==> src/rtl/fifo_stream_drain_if.sv <==
`default_nettype none
// ============================================================================
// Module      : fifo_stream_drain_if
// Description : Bundles the FIFO read port (rd_en/data_out/empty) and the
//               valid/ready output stream of fifo_stream_drain.
//               master : drain side (issues reads, drives the stream)
//               slave  : environment side (FIFO + downstream consumer)
// Revision    : 1.0  initial release
// ============================================================================
interface fifo_stream_drain_if #(
  parameter int FIFO_WIDTH = 16
) ();
  logic                  fifo_empty;
  logic [FIFO_WIDTH-1:0] fifo_data_out;
  logic                  fifo_rd_en;
  logic                  m_valid;
  logic                  m_ready;
  logic [FIFO_WIDTH-1:0] m_data;
  logic                  m_last;

  modport master (
    input  fifo_empty, fifo_data_out, m_ready,
    output fifo_rd_en, m_valid, m_data, m_last
  );

  modport slave (
    output fifo_empty, fifo_data_out, m_ready,
    input  fifo_rd_en, m_valid, m_data, m_last
  );
endinterface
`default_nettype wire

==> src/rtl/fifo_stream_drain.sv <==
`default_nettype none
// ============================================================================
// Module      : fifo_stream_drain
// Description : Drains a 1-cycle-latency synchronous FIFO into a valid/ready
//               stream through a 2-entry skid buffer, frames the stream into
//               PKT_LEN-word packets (m_last) and counts completed packets.
// Ports       : clk       - clock, rising edge
//               rst_n     - asynchronous active-low reset
//               bus       - FIFO read port + output stream (master modport)
//               pkt_count - completed packet count, wraps at 2^CNT_WIDTH
// Revision    : 1.0  initial release
// ============================================================================
module fifo_stream_drain #(
  parameter int FIFO_WIDTH = 16,
  parameter int PKT_LEN    = 4,
  parameter int CNT_WIDTH  = 16
) (
  input  logic                 clk,
  input  logic                 rst_n,
  fifo_stream_drain_if.master  bus,
  output logic [CNT_WIDTH-1:0] pkt_count
);

  localparam int                  c_BEAT_W    = (PKT_LEN > 1) ? $clog2(PKT_LEN) : 1;
  localparam logic [c_BEAT_W-1:0] c_LAST_BEAT = c_BEAT_W'(PKT_LEN - 1);

  logic [1:0]            r_cnt;         // skid buffer occupancy, 0..2
  logic                  r_rd_pending;  // FIFO read issued last cycle
  logic [FIFO_WIDTH-1:0] r_buf0;        // head entry
  logic [FIFO_WIDTH-1:0] r_buf1;        // tail entry
  logic [c_BEAT_W-1:0]   r_beat;
  logic [CNT_WIDTH-1:0]  r_pkt_count;

  logic       w_valid;
  logic       w_last;
  logic       w_pop;
  logic       w_push;
  logic [2:0] w_level;
  logic       w_rd_en;
  logic [1:0] w_cnt_next;
  logic       w_wr_tail;

  assign w_valid = (r_cnt != 2'd0);
  assign w_last  = w_valid && (r_beat == c_LAST_BEAT);
  assign w_pop   = w_valid && bus.m_ready;
  assign w_push  = r_rd_pending;

  // Occupancy committed after this edge, counting the read already in
  // flight. A pop implies r_cnt >= 1, so the subtraction cannot underflow.
  assign w_level = {1'b0, r_cnt} + {2'b00, r_rd_pending} - {2'b00, w_pop};
  assign w_rd_en = !bus.fifo_empty && (w_level < 3'd2);

  assign w_cnt_next = r_cnt + {1'b0, w_push} - {1'b0, w_pop};

  // An arriving word lands in the tail slot only when one word remains in
  // the buffer after this edge's pop; otherwise it becomes the new head.
  assign w_wr_tail = (r_cnt == 2'd2) || ((r_cnt == 2'd1) && !w_pop);

  always_ff @(posedge clk or negedge rst_n) begin
    if (!rst_n) begin
      r_cnt        <= 2'd0;
      r_rd_pending <= 1'b0;
      r_buf0       <= '0;
      r_buf1       <= '0;
      r_beat       <= '0;
      r_pkt_count  <= '0;
    end else begin
      r_rd_pending <= w_rd_en;
      r_cnt        <= w_cnt_next;

      if (w_pop) begin
        r_buf0 <= r_buf1;
      end
      // Placed after the shift so a simultaneous push into the head slot wins.
      if (w_push) begin
        if (w_wr_tail) begin
          r_buf1 <= bus.fifo_data_out;
        end else begin
          r_buf0 <= bus.fifo_data_out;
        end
      end

      if (w_pop) begin
        r_beat <= w_last ? '0 : r_beat + 1'b1;
        if (w_last) begin
          r_pkt_count <= r_pkt_count + 1'b1;
        end
      end
    end
  end

  assign bus.fifo_rd_en = w_rd_en;
  assign bus.m_valid    = w_valid;
  assign bus.m_data     = r_buf0;
  assign bus.m_last     = w_last;
  assign pkt_count      = r_pkt_count;

endmodule
`default_nettype wire

==> src/flat_wrapper.sv <==
// flat-port wrapper written by rule: the top's interface ports become plain ports
module fifo_stream_drain_flat 
#(
  parameter int FIFO_WIDTH = 16,
  parameter int PKT_LEN    = 4,
  parameter int CNT_WIDTH  = 16
)
  (clk, rst_n, pkt_count, bus_fifo_empty, bus_fifo_data_out, bus_m_ready, bus_fifo_rd_en, bus_m_valid, bus_m_data, bus_m_last);
  fifo_stream_drain_if #(.FIFO_WIDTH(FIFO_WIDTH)) bus_i ();
  input  logic clk;
  input  logic rst_n;
  output logic [CNT_WIDTH-1:0] pkt_count;
  input wire logic [$bits(bus_i.fifo_empty)-1:0] bus_fifo_empty;
  input wire logic [$bits(bus_i.fifo_data_out)-1:0] bus_fifo_data_out;
  input wire logic [$bits(bus_i.m_ready)-1:0] bus_m_ready;
  output wire logic [$bits(bus_i.fifo_rd_en)-1:0] bus_fifo_rd_en;
  output wire logic [$bits(bus_i.m_valid)-1:0] bus_m_valid;
  output wire logic [$bits(bus_i.m_data)-1:0] bus_m_data;
  output wire logic [$bits(bus_i.m_last)-1:0] bus_m_last;
  assign bus_i.fifo_empty = bus_fifo_empty;
  assign bus_i.fifo_data_out = bus_fifo_data_out;
  assign bus_i.m_ready = bus_m_ready;
  assign bus_fifo_rd_en = bus_i.fifo_rd_en;
  assign bus_m_valid = bus_i.m_valid;
  assign bus_m_data = bus_i.m_data;
  assign bus_m_last = bus_i.m_last;
  fifo_stream_drain #(.FIFO_WIDTH(FIFO_WIDTH), .PKT_LEN(PKT_LEN), .CNT_WIDTH(CNT_WIDTH)) u_core (.clk(clk), .rst_n(rst_n), .bus(bus_i), .pkt_count(pkt_count));
endmodule
==> config.mk <==
export PLATFORM = sky130hd
export DESIGN_NAME = fifo_stream_drain_flat
export DESIGN_NICKNAME = d
export VERILOG_FILES = /design/src/rtl/fifo_stream_drain_if.sv /design/src/rtl/fifo_stream_drain.sv /design/src/flat_wrapper.sv
export SDC_FILE = /design/constraint.sdc
export NUM_CORES = 1
export LEC_CHECK = 0
export ABC_AREA = 1
export CAP_MARGIN = 30
export CORE_ASPECT_RATIO = 1.1
export CORE_UTILIZATION = 40
export CTS_CLUSTER_DIAMETER = 30
export DETAILED_ROUTE_END_ITERATION = 8
export HOLD_SLACK_MARGIN = 0.15
export PLACE_DENSITY = 0.73
export SLEW_MARGIN = 10
export SYNTH_ARGS = -nofsm -noshare
export SYNTH_HDL_FRONTEND = slang
export SYNTH_SLANG_ARGS = --single-unit
export TNS_END_PERCENT = 5
==> constraint.sdc <==
create_clock -name clk -period 3.2 [get_ports clk]
set_clock_uncertainty 0.15 [all_clocks]
set_input_delay 0.48 -clock clk [delete_from_list [all_inputs] [get_ports clk]]
set_output_delay 0.48 -clock clk [all_outputs]
set_load 0.05 [all_outputs]
* After elaboration in Yosys (flattened, before gate mapping)
Index checks and enable logic that the tools add are counted.
** Word-level totals
- Flip-flop bits (word level) :: 53
- Input port bits :: 20
- Word-level logic and storage cells :: 30
** Operators by class
- Add/subtract/negate cells :: 6
- Magnitude comparators :: 1
- Eq/ne operators :: 3
- Muxes and demuxes :: 4
- Reduce and logical (&&, ||, !) cells :: 10
** Operators with widths (count)
- 16-bit 2-to-1 mux :: 3
- 16-bit by 1-bit adder with 16-bit output, second input constant :: 1
- 2-bit equality test, second input constant :: 2
- 1-bit logical AND :: 4
- 2-bit AND reduction :: 2
- 2-bit by 1-bit adder with 3-bit output :: 1
- 3-bit by 2-bit < comparator with 1-bit output, second input constant :: 1
- 3-bit by 1-bit subtractor with 3-bit output :: 1
- 2-bit by 1-bit adder with 2-bit output :: 1
- 2-bit by 1-bit adder with 2-bit output, second input constant :: 1
- 2-bit by 1-bit equality test with 1-bit output, second input constant :: 1
- 1-bit zero test :: 2
- 2-bit 2-to-1 mux :: 1
- 2-bit nonzero test :: 1
- 2-bit by 1-bit subtractor with 2-bit output :: 1
- 1-bit logical OR :: 1

* Longest topological paths before layout
- Depth after elaboration :: 7
- Depth in mapped cells :: 10

* Worst setup path before layout
No wires, ideal clock.
- Path kind :: reg-to-output
- From :: register u_core.r_cnt[1]
- To :: output port bus_fifo_rd_en
- Data arrival time :: 2569 ps
- Data required time :: 2570 ps
- Slack :: 1 ps
- Stages on the path, launching flop included :: 11
- Cells stage by stage :: dfrtp_1 > nor2_4 > nor2_8 > buf_2 > nand2_1 > nand2_1 > ha_1 > fa_1 > nor2_1 > o21ai_0 > a21oi_1
** On the way
- Cells in the longest elaborated chain, start to end :: 5
** RTL lines
- from (decl) :: RTL line fifo_stream_drain.sv:27 : logic [1:0] r_cnt;
- from (signal assigned) :: RTL line fifo_stream_drain.sv:69 : r_cnt <= w_cnt_next;
- parallel branches: the longest is 2 deep, another holds 2-bit by 1-bit adder with 3-bit output
- 3-bit by 1-bit subtractor with 3-bit output * :: RTL line fifo_stream_drain.sv:50 : assign w_level = {1'b0, r_cnt} + {2'b00, r_rd_pending} - {2'b00, w_pop};
- 3-bit by 2-bit < comparator with 1-bit output * :: RTL line fifo_stream_drain.sv:51 : assign w_rd_en = !bus.fifo_empty && (w_level < 3'd2);
- 1-bit logical AND * :: RTL line fifo_stream_drain.sv:51
- to (decl) :: RTL line flat_wrapper.sv:16 : output wire logic [$bits(bus_i.fifo_rd_en)-1:0] bus_fifo_rd_en;
Mark *: on every way between the ends.

* Worst setup path after layout
- From :: input port bus_m_ready
- To :: output port bus_fifo_rd_en
** On the way
- Cells in the longest elaborated chain, start to end :: 4
** RTL lines
- from (decl) :: RTL line flat_wrapper.sv:15 : input wire logic [$bits(bus_i.m_ready)-1:0] bus_m_ready;
- 1-bit logical AND :: RTL line fifo_stream_drain.sv:45 : assign w_pop = w_valid && bus.m_ready;
- 3-bit by 1-bit subtractor with 3-bit output :: RTL line fifo_stream_drain.sv:50
- 3-bit by 2-bit < comparator with 1-bit output :: RTL line fifo_stream_drain.sv:51
- 1-bit logical AND :: RTL line fifo_stream_drain.sv:51
Every way passes these cells.

==> qor.csv <==
stage;metric;value;unit
outcome;outcome;finished, final reports clean;
power_and_ir_drop;powerDensity;850;nW/um2
floorplanning;fp.dieArea;6690;um2
sta;slew_headroom;65.8;%
route;vias;2106;
route;first_pass_iters;4;
sta;worst_pin_slew;0.511;ns
worst_setup_path;r2r_start;u_core.r_cnt[1];
cts;cts_setup_buffers;0;
worst_setup_path;crit_fanout;2;
layout;drive_above_1_share;6.93;%
flow_run;maxCapViolations;0;
route;drcViolationCount;0;
global_route;grt_util_met3;4.47;%
global_route;grt_max_degree;33;
yosys;synth_cells;316;
cts;htreeDepth;2;
sta;period_share;94.9;%
cts;cts_buffer_depth;2;
sta;whs;0.348;ns
placed_design;place_congestion;0.832;
global_route;met2_usage;28.9;%
floorplanning;start_util;41.4;%
layout;diodes;0;
worst_setup_path;crit_path_end_kind;primary output;
floorplanning;core_area;6160;um2
sta;hold_violations;0;
cts;clk_latency;0.30;ns
route;initialDrtViolationCount;91;
worst_setup_path;path_class;in -> out;
floorplanning;rows;30;
yosys;yosysWarnings;0;
sta;fmax;329;MHz
cts;cts_tree;done;
yosys;synth_top_cell_by_area;dfrtp_1;
sta;setup_viol;0;
yosys;synth_area;2550;um2
worst_hold_path;hp-start;u_core.r_buf1[11];
floorplanning;pin_count;55;
placed_design;hpwl;3580;um
yosys;ys_ff_latch;53;
cts;path_clk_slew;0.10;ns
sta;period_needed;3.04;ns
placed_design;portBuffers;54;
layout;finish.instance_area;3300;um2
route;ant_nets;0;
route;vias_per_cell;4.63;
yosys;synth.area.top_cells;dfrtp_1 52%, nand2_1 19%, o21ai_0 6.3%, inv_1 4.9%, nor2_1 2.4%;
yosys;yosysSeqAreaShare;52.1;%
global_route;grtUsageMet1;22.5;%
yosys;synth_top_cell_area_share;52.1;%
power_and_ir_drop;p_total;2.80;mW
layout;syn_to_final_growth;29.5;%
worst_setup_path;startpoint;bus_m_ready;
layout;final_common_cell;nand2_1;
power_and_ir_drop;p_leak;1.65;nW
cts;clkSinkCount;53;
cts;clockRootBuffer;clkbuf_8;
worst_setup_path;cp-start-kind;input pin;
layout;nets;398;
power_and_ir_drop;vdd_drop_max;0.458;mV
floorplanning;die_h;85.7;um
global_route;grt_overflow_total;0;
yosys;syn_nets;340;
cts;cts_made_buffers;5;
yosys;syn_area_per_cell;8.06;um2
worst_hold_path;min_path_type;reg -> reg;
worst_setup_path;worstPathArrival;2.41;ns
layout;fill_cells;607;
sta;finalMaxSlewViolations;0;
sta;fin_setup_tns;0;ns
placed_design;dp_slack;0.0373;ns
placed_design;dpl_cell_area;3180;um2
route;wl;5110;um
global_route;grt_pass1_vias;2048;
layout;layout_common_cells;131 x nand2_1, 52 x clkdlybuf4s50_1, 52 x dfrtp_1;
global_route;grt.busiest_layer;met2;
floorplanning;die_w;78.1;um
worst_setup_path;required;2.57;ns
global_route;grt_usage;17.2;%
sta;finalWorstSetupSlack;0.163;ns
sta;rsz0062_at_grt;false;
global_route;grt_pass1_wl;9170;um
route;avgRoutedWirePerCell;11.2;um
yosys;ys_types;26;
global_route;antenna_found_initial;0;
cell type report:
type	instances	area (um2)	share of cell area, %
clock buffer	6	82.6	2.50
clock inverter	2	17.5	0.531
inverter	36	135	4.10
multi-input combinational	218	1040	31.6
sequential	53	1330	40.3
tap	80	100	3.04
timing repair buffer	60	593	18.0
final timing paths:
path	slack, ns	cells past startpoint	endpoint
worst max-delay path	0.16	11	bus_fifo_rd_en
min in group asynchronous	0.52	2	u_core.pkt_count[0]
worst max register to register	1.07	9	u_core.r_rd_pending
max in group asynchronous	1.69	3	u_core.bus.m_data[10]
worst min-delay path	0.35	2	u_core.r_buf1[11]
worst min register to register	0.35	2	u_core.r_buf1[11]
logic make-up after synthesis:
family | after synthesis | share of synthesized area, %
compound gates | 38 | 7.86
simple gates | 170 | 28.6
flops | 53 | 52.1
fa+ha+maj | 4 | 2.26
buf+inv | 45 | 7.17
xor+xnor | 6 | 2.06
synth_stat cells:
| cell type | instances |
|---|---|
| ha_1 | 3 |
| inv_1 | 33 |
| nor2_2 | 1 |
| clkbuf_2 | 1 |
| buf_4 | 1 |
| o21ai_1 | 3 |
| nand3b_1 | 3 |
| dfrtp_1 | 53 |
| nor2_4 | 1 |
| nand2_1 | 131 |
| xnor2_1 | 2 |
| xor2_1 | 4 |
| o21ai_0 | 32 |
| nand4_1 | 6 |
| nor3_1 | 1 |
| o21a_1 | 1 |
| inv_2 | 3 |
| and2_1 | 1 |
| nor2_1 | 16 |
| buf_2 | 7 |
| nand3_1 | 7 |
| fa_1 | 1 |
| o211ai_2 | 1 |
| nand2_4 | 1 |
| nor2_8 | 2 |
| a21oi_1 | 1 |
per-layer routing:
| metal | routed length (um) | part of all wire [%] |
|---|---|---|
| met1 | 2420 | 47 |
| met2 | 2430 | 48 |
| met3 | 238 | 4.7 |
| met4 | 15 | 0.29 |
| met5 | 0 | 0 |
timing repair:
action / 4_1_cts / 5_1_grt
endpoints found under the hold margin: 20 / 0
setup endpoints to repair: 0 / 1
hold buffers: 1 / 0
resized for setup: 0 / 3
power breakdown:
group,internal (mW),leakage (nW),switching (mW)
sequential,0.900,0.680,0.155
combinational,0.468,0.920,0.871
clock,0.180,0.0518,0.226
flip-flops by register name, summed over array words and instances, names as in the netlist:
register	count
u_core.bus.m_data	16
u_core.pkt_count	16
u_core.r_buf1	16
u_core.r_beat	2
u_core.r_cnt	2
u_core.r_rd_pending	1
per-stage QoR:
stage,util [%],std cells
finish,53.6,455
global route,53.6,455
CTS,53.5,455
detailed placement,51.7,446
global placement,51.7,446
floorplan,-,316
critical path, cell delays in order:
cell             delay [ns]
clkdlybuf4s50_1        0.47
inv_2                  0.06
nor2_8                 0.10
nand2_1                0.09
nand2_1                0.07
ha_1                   0.16
fa_1                   0.45
nor2_1                 0.10
o21ai_1                0.08
a21oi_2                0.19
buf_12                 0.16
(Power assumes the default switching activity.)
